**src/rtl/ariane_pkg.sv**
```systemverilog
// Shared fetch-path types: branch prediction record and the bundle handed to the fetch FIFO.
package ariane_pkg;

   localparam int unsigned FETCH_WIDTH = 4;

   typedef struct packed {
      logic        valid;
      logic        predict_taken;
      logic [63:0] predict_address;
   } branchpredict_sbe_t;

   typedef struct packed {
      logic [63:0]                  address;
      logic [FETCH_WIDTH-1:0][31:0] instr;
      logic [FETCH_WIDTH-1:0]       slot_mask;
      branchpredict_sbe_t           bp;
      logic                         ex_valid;
   } fetch_bundle_t;

endpackage

```
**src/rtl/if_fetch_unit_if.sv**
```systemverilog
// I-cache request/response bus between the fetch unit (master) and the instruction cache (slave).
interface if_fetch_unit_if;
   import ariane_pkg::*;

   logic                        icache_req;
   logic [63:0]                 icache_addr;
   logic                        icache_gnt;
   logic                        icache_rvalid;
   logic [FETCH_WIDTH*32-1:0]   icache_rdata;
   logic                        icache_ex;

   modport master (
      output icache_req,
      output icache_addr,
      input  icache_gnt,
      input  icache_rvalid,
      input  icache_rdata,
      input  icache_ex
   );

   modport slave (
      input  icache_req,
      input  icache_addr,
      output icache_gnt,
      output icache_rvalid,
      output icache_rdata,
      output icache_ex
   );

endinterface

```
**src/rtl/if_fetch_unit_slot_mask.sv**
```systemverilog
// Valid-slot mask for one fetch bundle: slots from the PC's word offset upward,
// truncated after a predicted-taken branch unless the fetch faulted.
module fetch_slot_mask
   import ariane_pkg::*;
(
   input  logic [1:0]             start_i,
   input  logic                   taken_i,
   input  logic [1:0]             taken_slot_i,
   input  logic                   ex_i,
   output logic [FETCH_WIDTH-1:0] mask_o
);

   localparam logic [FETCH_WIDTH-1:0] ALL_SLOTS = '1;

   logic [FETCH_WIDTH-1:0] base_mask;
   logic [FETCH_WIDTH-1:0] keep_mask;

   always_comb begin
      base_mask = ALL_SLOTS << start_i;
      keep_mask = ALL_SLOTS >> (2'd3 - taken_slot_i);
      mask_o    = base_mask;
      // A taken branch before the start slot cannot belong to this fetch; ignore it.
      if (taken_i && !ex_i && (taken_slot_i >= start_i)) begin
         mask_o = base_mask & keep_mask;
      end
   end

endmodule

```
**src/rtl/if_fetch_unit.sv**
```systemverilog
// Instruction fetch unit: one outstanding I-cache request, a single output bundle register,
// and flush handling that drains a granted request before fetching again.
//
//  state       | meaning
//  IDLE        | no request in flight; may accept a new fetch address
//  WAIT_GNT    | request presented to the I-cache, waiting for grant
//  WAIT_RVALID | granted, waiting for the response data
//  KILL        | flushed after grant; next response is dropped
module if_fetch_unit
   import ariane_pkg::*;
(
   input  logic               clk_i,
   input  logic               rst_ni,
   input  logic               flush_i,
   input  logic [63:0]        fetch_address_i,
   input  logic               fetch_valid_i,
   input  logic [1:0]         which_branch_taken_i,
   input  branchpredict_sbe_t branch_predict_i,
   output logic               if_ready_o,
   if_fetch_unit_if.master    icache,
   output fetch_bundle_t      fetch_entry_o,
   output logic               fetch_entry_valid_o,
   input  logic               fetch_entry_ready_i
);

   typedef enum logic [1:0] {IDLE, WAIT_GNT, WAIT_RVALID, KILL} state_e;

   state_e             state_q, state_d;
   logic [63:0]        addr_q, addr_d;
   branchpredict_sbe_t bp_q, bp_d;
   logic [1:0]         wbt_q, wbt_d;
   logic               out_valid_q, out_valid_d;
   fetch_bundle_t      entry_q, entry_d;
   logic [FETCH_WIDTH-1:0] slot_mask;

   // Only accept when the output register will be free by the time the response lands.
   assign if_ready_o          = (state_q == IDLE) && !flush_i && (!out_valid_q || fetch_entry_ready_i);
   assign icache.icache_req   = (state_q == WAIT_GNT);
   assign icache.icache_addr  = {addr_q[63:4], 4'h0};
   assign fetch_entry_o       = entry_q;
   assign fetch_entry_valid_o = out_valid_q;

   fetch_slot_mask u_slot_mask (
      .start_i      (addr_q[3:2]),
      .taken_i      (bp_q.valid && bp_q.predict_taken),
      .taken_slot_i (wbt_q),
      .ex_i         (icache.icache_ex),
      .mask_o       (slot_mask)
   );

   always_comb begin
      state_d     = state_q;
      addr_d      = addr_q;
      bp_d        = bp_q;
      wbt_d       = wbt_q;
      entry_d     = entry_q;
      out_valid_d = out_valid_q && !fetch_entry_ready_i;

      unique case (state_q)
         IDLE: begin
            if (fetch_valid_i && if_ready_o) begin
               addr_d  = fetch_address_i;
               bp_d    = branch_predict_i;
               wbt_d   = which_branch_taken_i;
               state_d = WAIT_GNT;
            end
         end
         WAIT_GNT: begin
            // Once granted the cache owes a response, so a flush must drain it in KILL.
            if (icache.icache_gnt) begin
               state_d = flush_i ? KILL : WAIT_RVALID;
            end else if (flush_i) begin
               state_d = IDLE;
            end
         end
         WAIT_RVALID: begin
            if (icache.icache_rvalid) begin
               state_d = IDLE;
               if (!flush_i) begin
                  out_valid_d       = 1'b1;
                  entry_d.address   = addr_q;
                  entry_d.instr     = icache.icache_rdata;
                  entry_d.slot_mask = slot_mask;
                  entry_d.bp        = bp_q;
                  entry_d.ex_valid  = icache.icache_ex;
               end
            end else if (flush_i) begin
               state_d = KILL;
            end
         end
         KILL: begin
            if (icache.icache_rvalid) begin
               state_d = IDLE;
            end
         end
         default: state_d = IDLE;
      endcase

      if (flush_i) begin
         out_valid_d = 1'b0;
      end
   end

   always_ff @(posedge clk_i or negedge rst_ni) begin
      if (!rst_ni) begin
         state_q     <= IDLE;
         addr_q      <= '0;
         bp_q        <= '0;
         wbt_q       <= '0;
         out_valid_q <= 1'b0;
         entry_q     <= '0;
      end else begin
         state_q     <= state_d;
         addr_q      <= addr_d;
         bp_q        <= bp_d;
         wbt_q       <= wbt_d;
         out_valid_q <= out_valid_d;
         entry_q     <= entry_d;
      end
   end

endmodule

```
**src/flat_wrapper.sv**
```systemverilog
// flat-port wrapper written by rule: the top's interface ports become plain ports
module if_fetch_unit_flat import ariane_pkg::*;
  (clk_i, rst_ni, flush_i, fetch_address_i, fetch_valid_i, which_branch_taken_i, branch_predict_i, if_ready_o, fetch_entry_o, fetch_entry_valid_o, fetch_entry_ready_i, icache_icache_req, icache_icache_addr, icache_icache_gnt, icache_icache_rvalid, icache_icache_rdata, icache_icache_ex);
  if_fetch_unit_if icache_i ();
  input  logic clk_i;
  input  logic rst_ni;
  input  logic flush_i;
  input  logic [63:0] fetch_address_i;
  input  logic fetch_valid_i;
  input  logic [1:0] which_branch_taken_i;
  input  branchpredict_sbe_t branch_predict_i;
  output logic if_ready_o;
  output fetch_bundle_t fetch_entry_o;
  output logic fetch_entry_valid_o;
  input  logic fetch_entry_ready_i;
  output wire logic [$bits(icache_i.icache_req)-1:0] icache_icache_req;
  output wire logic [$bits(icache_i.icache_addr)-1:0] icache_icache_addr;
  input wire logic [$bits(icache_i.icache_gnt)-1:0] icache_icache_gnt;
  input wire logic [$bits(icache_i.icache_rvalid)-1:0] icache_icache_rvalid;
  input wire logic [$bits(icache_i.icache_rdata)-1:0] icache_icache_rdata;
  input wire logic [$bits(icache_i.icache_ex)-1:0] icache_icache_ex;
  assign icache_icache_req = icache_i.icache_req;
  assign icache_icache_addr = icache_i.icache_addr;
  assign icache_i.icache_gnt = icache_icache_gnt;
  assign icache_i.icache_rvalid = icache_icache_rvalid;
  assign icache_i.icache_rdata = icache_icache_rdata;
  assign icache_i.icache_ex = icache_icache_ex;
  if_fetch_unit u_core (.clk_i(clk_i), .rst_ni(rst_ni), .flush_i(flush_i), .fetch_address_i(fetch_address_i), .fetch_valid_i(fetch_valid_i), .which_branch_taken_i(which_branch_taken_i), .branch_predict_i(branch_predict_i), .if_ready_o(if_ready_o), .icache(icache_i), .fetch_entry_o(fetch_entry_o), .fetch_entry_valid_o(fetch_entry_valid_o), .fetch_entry_ready_i(fetch_entry_ready_i));
endmodule
```
**config.mk**
```make
export PLATFORM = sky130hd
export DESIGN_NAME = if_fetch_unit_flat
export DESIGN_NICKNAME = d
export VERILOG_FILES = /design/src/rtl/ariane_pkg.sv /design/src/rtl/if_fetch_unit_if.sv /design/src/rtl/if_fetch_unit_slot_mask.sv /design/src/rtl/if_fetch_unit.sv /design/src/flat_wrapper.sv
export SDC_FILE = /design/constraint.sdc
export NUM_CORES = 1
export LEC_CHECK = 0
export BUFFER_PORTS_ARGS = -buffer_cell sky130_fd_sc_hd__buf_2
export CORE_AREA = 2 2 236 238
export CTS_CLUSTER_SIZE = 10
export DETAILED_ROUTE_END_ITERATION = 8
export DIE_AREA = 0 0 238 240
export SETUP_SLACK_MARGIN = 0.02
export SYNTH_ARGS = -nofsm -noshare
export SYNTH_HDL_FRONTEND = slang
export SYNTH_SLANG_ARGS = --single-unit
```
**constraint.sdc**
```tcl
create_clock -name clk_i -period 1.83 [get_ports clk_i]
set_clock_uncertainty 0.15 [all_clocks]
set_input_delay 0.2745 -clock clk_i [delete_from_list [all_inputs] [get_ports clk_i]]
set_output_delay 0.2745 -clock clk_i [all_outputs]
set_load 0.02 [all_outputs]
```
After elaboration in Yosys (flattened, before gate mapping). Index checks and enable logic that the tools add are counted.

Bits in registers: 398. Input bits: 268. Output and inout bits: 330. Word-level logic and storage cells: 58.

Add/subtract/negate cells: 1. Magnitude comparators: 1. Eq/ne operators: 7. Shift operators: 2. Mux-type cells: 12. Bitwise operators: 2. Reduce and logical (&&, ||, !) cells: 16.

Operators by type and width (number): $mux 2 (6); $pmux 2 s4 (1); $logic_and 1x1->1 (7); $and 4x4->4 (1); $eq 2x2->1 const B (2); $logic_not 1->1 (4); $mux 1 (4); $mux 4 (1); $ne 2x2->1 const B (2); $reduce_and 4->1 (1); $shl 4x2->4 const A (1); $shr 4x2->4 const A (1); $ne 3x2->1 const B (1); $ne 3x3->1 const B (1); $reduce_and 3->1 (1); $eq 2x1->1 const B (1); $ge 2x2->1 (1); $logic_not 2->1 (1); $reduce_and 2->1 (1); $sub 2x2->2 const A (1); $logic_or 1x1->1 (1); $not 1->1 (1).

Logic depth before layout (Yosys ltp).
Depth after elaboration: 6. Mapped depth: 7. Depth with buffers taken out: 6.

Cells and area by module. Synthesis repeated with hierarchy kept, for this count alone.

Cells, all modules: 928. Area, all modules: 15768.9 um2.

Modules (own cells, without submodules): if_fetch_unit (instances 1, cells each 916, area an instance 15683.8 um2, sequential area each 9959.6 um2); fetch_slot_mask (instances 1, cells each 12, area an instance 85.1 um2, sequential area each 0.0 um2).

Worst setup path before layout. OpenSTA, ideal clock, no wires.

Path type: reg-to-reg. Start point: reg u_core.out_valid_q, in the netlist u_core.fetch_entry_valid_o. End point: reg u_core.addr_q[49]. Library setup time: 0.125 ns. Data arrival time: 1.560 ns. Required time: 1.555 ns. Slack: -0.005 ns. Stages on the path, launching flop included: 7. Buffers on the path: 2. Period minus slack after synthesis: 1.835 ns. Path through: dfrtp_1 nand2b_1 and3b_1 nand2_2 buf_6 buf_6 mux2_4.

Word-level cells in the longest chain between the ends: 5.

Ends and longest elaborated chain: start: declaration (line if_fetch_unit.sv:32) `logic out_valid_q, out_valid_d;`; start signal: assignment (line if_fetch_unit.sv:117) `out_valid_q <= out_valid_d;`; $logic_not 1->1 (line if_fetch_unit.sv:37) `assign if_ready_o = (state_q == IDLE) && !flush_i && (!out_valid_q || fetch_entry_ready_i);`; $logic_or 1x1->1 (line if_fetch_unit.sv:37); $logic_and 1x1->1 (line if_fetch_unit.sv:37); named net if_ready_o (line flat_wrapper.sv:12) `output logic if_ready_o;`; $logic_and 1x1->1 (line if_fetch_unit.sv:61) `if (fetch_valid_i && if_ready_o) begin`; $reduce_and 2->1 (no source line); end signal: assignment (line if_fetch_unit.sv:114) `addr_q <= addr_d;`; end: declaration (line if_fetch_unit.sv:29) `logic [63:0] addr_q, addr_d;`.

The timed path passes the listed nets, and every way through them passes these cells. A chain may end at the register's enable or synchronous reset.

Worst setup path in the final report.
Start point: reg u_core.state_q[0]. End point: reg u_core.bp_q[22] in the netlist's numbering.

Word-level cells in the longest chain between the ends: 5.

Ends and longest elaborated chain: start: declaration (line if_fetch_unit.sv:28) `state_e state_q, state_d;`; start signal: assignment (line if_fetch_unit.sv:113) `state_q <= state_d;`; $logic_not 2->1 (*) (line if_fetch_unit.sv:37, if_fetch_unit.sv:59); $logic_and 1x1->1 (2 in a row) (line if_fetch_unit.sv:37); $logic_and 1x1->1 (line if_fetch_unit.sv:61); $reduce_and 2->1 (no source line) (*); end signal: assignment (line if_fetch_unit.sv:115) `bp_q <= bp_d;`; end: declaration (line if_fetch_unit.sv:30) `branchpredict_sbe_t bp_q, bp_d;`.

Every way passes the cells marked *; elsewhere a longest branch is shown, timed or not.

==> results.py <==
metrics = {
    "global_routing": {
        "grt_max_degree": 92,
        "grt_pass1_vias": 13938,
        "grt.total_usage_pct": 16.60,
        "antenna_found_initial": 3,
        "grt_pass1_wl_um": 75120,
        "overflow": 0,
    },
    "detailed_routing": {
        "drc": 0,
        "wl_um": 52460,
        "vias": 13303,
        "drtAntennaViolNets": 0,
        "dr.first_iter.drc_count": 529,
        "drtPass1Iterations": 5,
        "routedWlPerCell_um": 17.19,
        "viasPerCell": 4.359,
    },
    "outcome": {
        "status": "complete, but fails checks",
        "violations": "negative setup slack",
    },
    "clocking": {
        "numCtsBuffers": 46,
        "clkLatencyLatePin_ns": 0.56,
        "cts.sinks": 398,
        "cts_tree": "done",
        "htreeDepth": 2,
        "clk_path_buf_depth": 3,
        "clk_pin_slew_ns": 0.05,
        "clock-root-buffer": "clkbuf_16",
    },
    "setup_path": {
        "cp_top_family": "simple AND/OR/NAND/NOR gates",
        "crit_required_ns": 2.11,
        "cpMaxStageDelayCell": "dfrtp_1",
        "crit_arrival_ns": 2.14,
        "start_kind": "flip-flop",
        "critPathKind": "reg -> reg",
        "r2r.worst_path.cells": 6,
        "crit_fanout": 7,
        "crit_chain": "nor2_2 -> and3b_2 -> buf_8 -> nand2_8 -> clkbuf_16 -> mux2_4",
        "reg2reg_slack_ns": -0.03,
        "cp-end-kind": "flip-flop",
        "path_buf_inv": 2,
        "slowest_delay_ns": 0.39,
        "cp.depth": 6,
    },
    "layout": {
        "nNetsFinal": 2608,
        "design_area_um2": 23980,
        "drive_above_1_share_pct": 37.13,
        "areaGrowthSynthToFinish_pct": 52.94,
    },
    "pwr": {
        "leakage_nw": 13.02,
        "power_density_nw_per_um2": 1664,
        "peakVddDrop_uv": 1032,
        "total_power_mw": 39.90,
    },
    "sta": {
        "finalCriticalPeriod_ns": 1.861,
        "fmax_mhz": 537.3,
        "finalSetupViolations": 35,
        "post-route-period-util_pct": 101.7,
        "fin_hold_ws_ns": 0.1055,
        "rsz0062_at_grt": "true",
        "hold_viol_final": 0,
        "slew_violations": 0,
        "setup_slack_ns": -0.03117,
    },
    "synthesis": {
        "synth_most_common_cell": "nand2_1",
        "syn_area_um2": 15680,
        "synth_top_cell_by_area": "dfrtp_1",
        "ys_seq_elements": 398,
        "avgSynthCellArea_um2": 10.62,
        "synth_cell_type_count": 26,
        "syn_inst": 1477,
        "async_flop_share_pct": 100.0,
        "synth_warnings": 0,
        "synth_edf_count": 0,
        "synth_flop_cell": "dfrtp_1",
        "yosysTopAreaCellShare_pct": 63.52,
        "synthTopCellsByArea": "dfrtp_1 (64%), nand2_1 (19%), mux2_4 (6.6%), mux2_2 (4.5%), buf_4 (3.1%)",
        "synth-seq-area-share_pct": 63.52,
        "synth_common_cells": "nand2_1 (776), dfrtp_1 (398), mux2_4 (69), buf_4 (64), mux2_2 (63)",
    },
    "floorplanning": {
        "initial_core_util_pct": 28.69,
        "die-height_um": 240,
        "die_x_um": 238,
        "core_area_um2": 54660,
        "io_pins": 598,
        "die_area_um2": 57120,
        "rows": 86,
    },
    "place": {
        "numPortBuffers": 593,
        "dpl_cell_area_um2": 19420,
        "globalplace.congestion": 0.8041,
        "dp_hpwl_um": 33400,
    },
    "flow_run": {
        "cap_violations": 0,
    },
    "worst_hold_path": {
        "hp-class": "in -> async",
    },
}
-- metrics by stage --
stage	setup slack, ns	cells	TNS, ns	util [%]
after detailed placement	-0.02931	2698	-0.5373	35.53
final	-0.03117	3052	-0.2761	43.87
after CTS	-0.01991	3025	-0.1952	42.86
after global routing	-0.09556	3051	-6.030	43.87
after floorplan	0.03319	1480	0	-
after global placement	-0.02869	2698	-0.9128	35.53
-- metal layers --
layer  global-route usage [%]  wire length (um)
met5                        0                16
met4                    7.633              2160
met3                    4.328              3360
met2                    28.98             26010
met1                    19.08             20920
-- power breakdown --
group          total (mW)  internal (mW)  switching [mW]
Clock                8.14           4.75            3.39
Sequential           15.6           13.0            2.58
Combinational        16.2           6.57            9.59
Total                39.9           24.3            15.6
-- final timing paths --
check / from / endpoint
worst max-delay path: u_core.state_q[0] / u_core.bp_q[22]
worst min-delay path: rst_ni / u_core.fetch_entry_o[169]
worst max register to register: u_core.state_q[0] / u_core.bp_q[22]
worst min register to register: u_core.fetch_entry_o[196] / u_core.fetch_entry_o[196]
max in group asynchronous: rst_ni / u_core.fetch_entry_o[86]
min in group clk_i: icache_icache_rdata[113] / u_core.fetch_entry_o[184]
-- layout by cell type, fill, tap and decap left out, types with 3 or more instances in the layout --
cell / count
dlygate4sd3_1: 267
mux2_4: 70
inv_1: 3
nand2b_1: 3
mux2_2: 62
buf_16: 6
buf_8: 6
clkbuf_16: 60
buf_6: 10
clkbuf_1: 5
buf_2: 589
nor2_1: 5
conb_1: 4
buf_12: 18
buf_4: 36
dfrtp_1: 398
nand2_1: 775
a21oi_1: 3
-- flip-flops by register name, summed over array words and instances (netlist names) --
register and flops:
u_core.state_q 2, u_core.bp_q 66, u_core.wbt_q 2, u_core.fetch_entry_o 263
u_core.addr_q 64, u_core.fetch_entry_valid_o 1
-- logic make-up (layout without fill, tap and decap cells) --
group | after synthesis | after routing | share of synthesized area [%]
AND/OR/NAND/NOR | 793 | 796 | 19.17
flip-flops | 398 | 398 | 63.52
buffers and inverters | 140 | 1003 | 5.538
multiplexers | 132 | 132 | 11.13
AO/OA/AOI/OAI | 10 | 10 | 0.4070
adder cells (fa/ha/maj) | 2 | 2 | 0.1596
other | 1 | 6 | 0.02392
XOR/XNOR | 1 | 1 | 0.05587
-- layout make-up --
cell class	instances	area, um^2
diodes	2	5.005
multi-input cells	945	4957
clock buffers	55	1259
repair buffers	943	6894
flip-flops and latches	398	9960
fillers	5040	30680
inverters	4	17.52
well taps	704	880.8
clock inverters	1	7.507
-- what timing repair did --
action                                 CTS  global route
setup endpoints to repair                2           299
gates resized for setup                 10            25
pin swaps                                2             2
buffers inserted                         4             6
endpoints found under the hold margin  665             0
hold buffers                           267             0
gates cloned                             0            20
No activity file was read; power rests on OpenSTA's default activity.
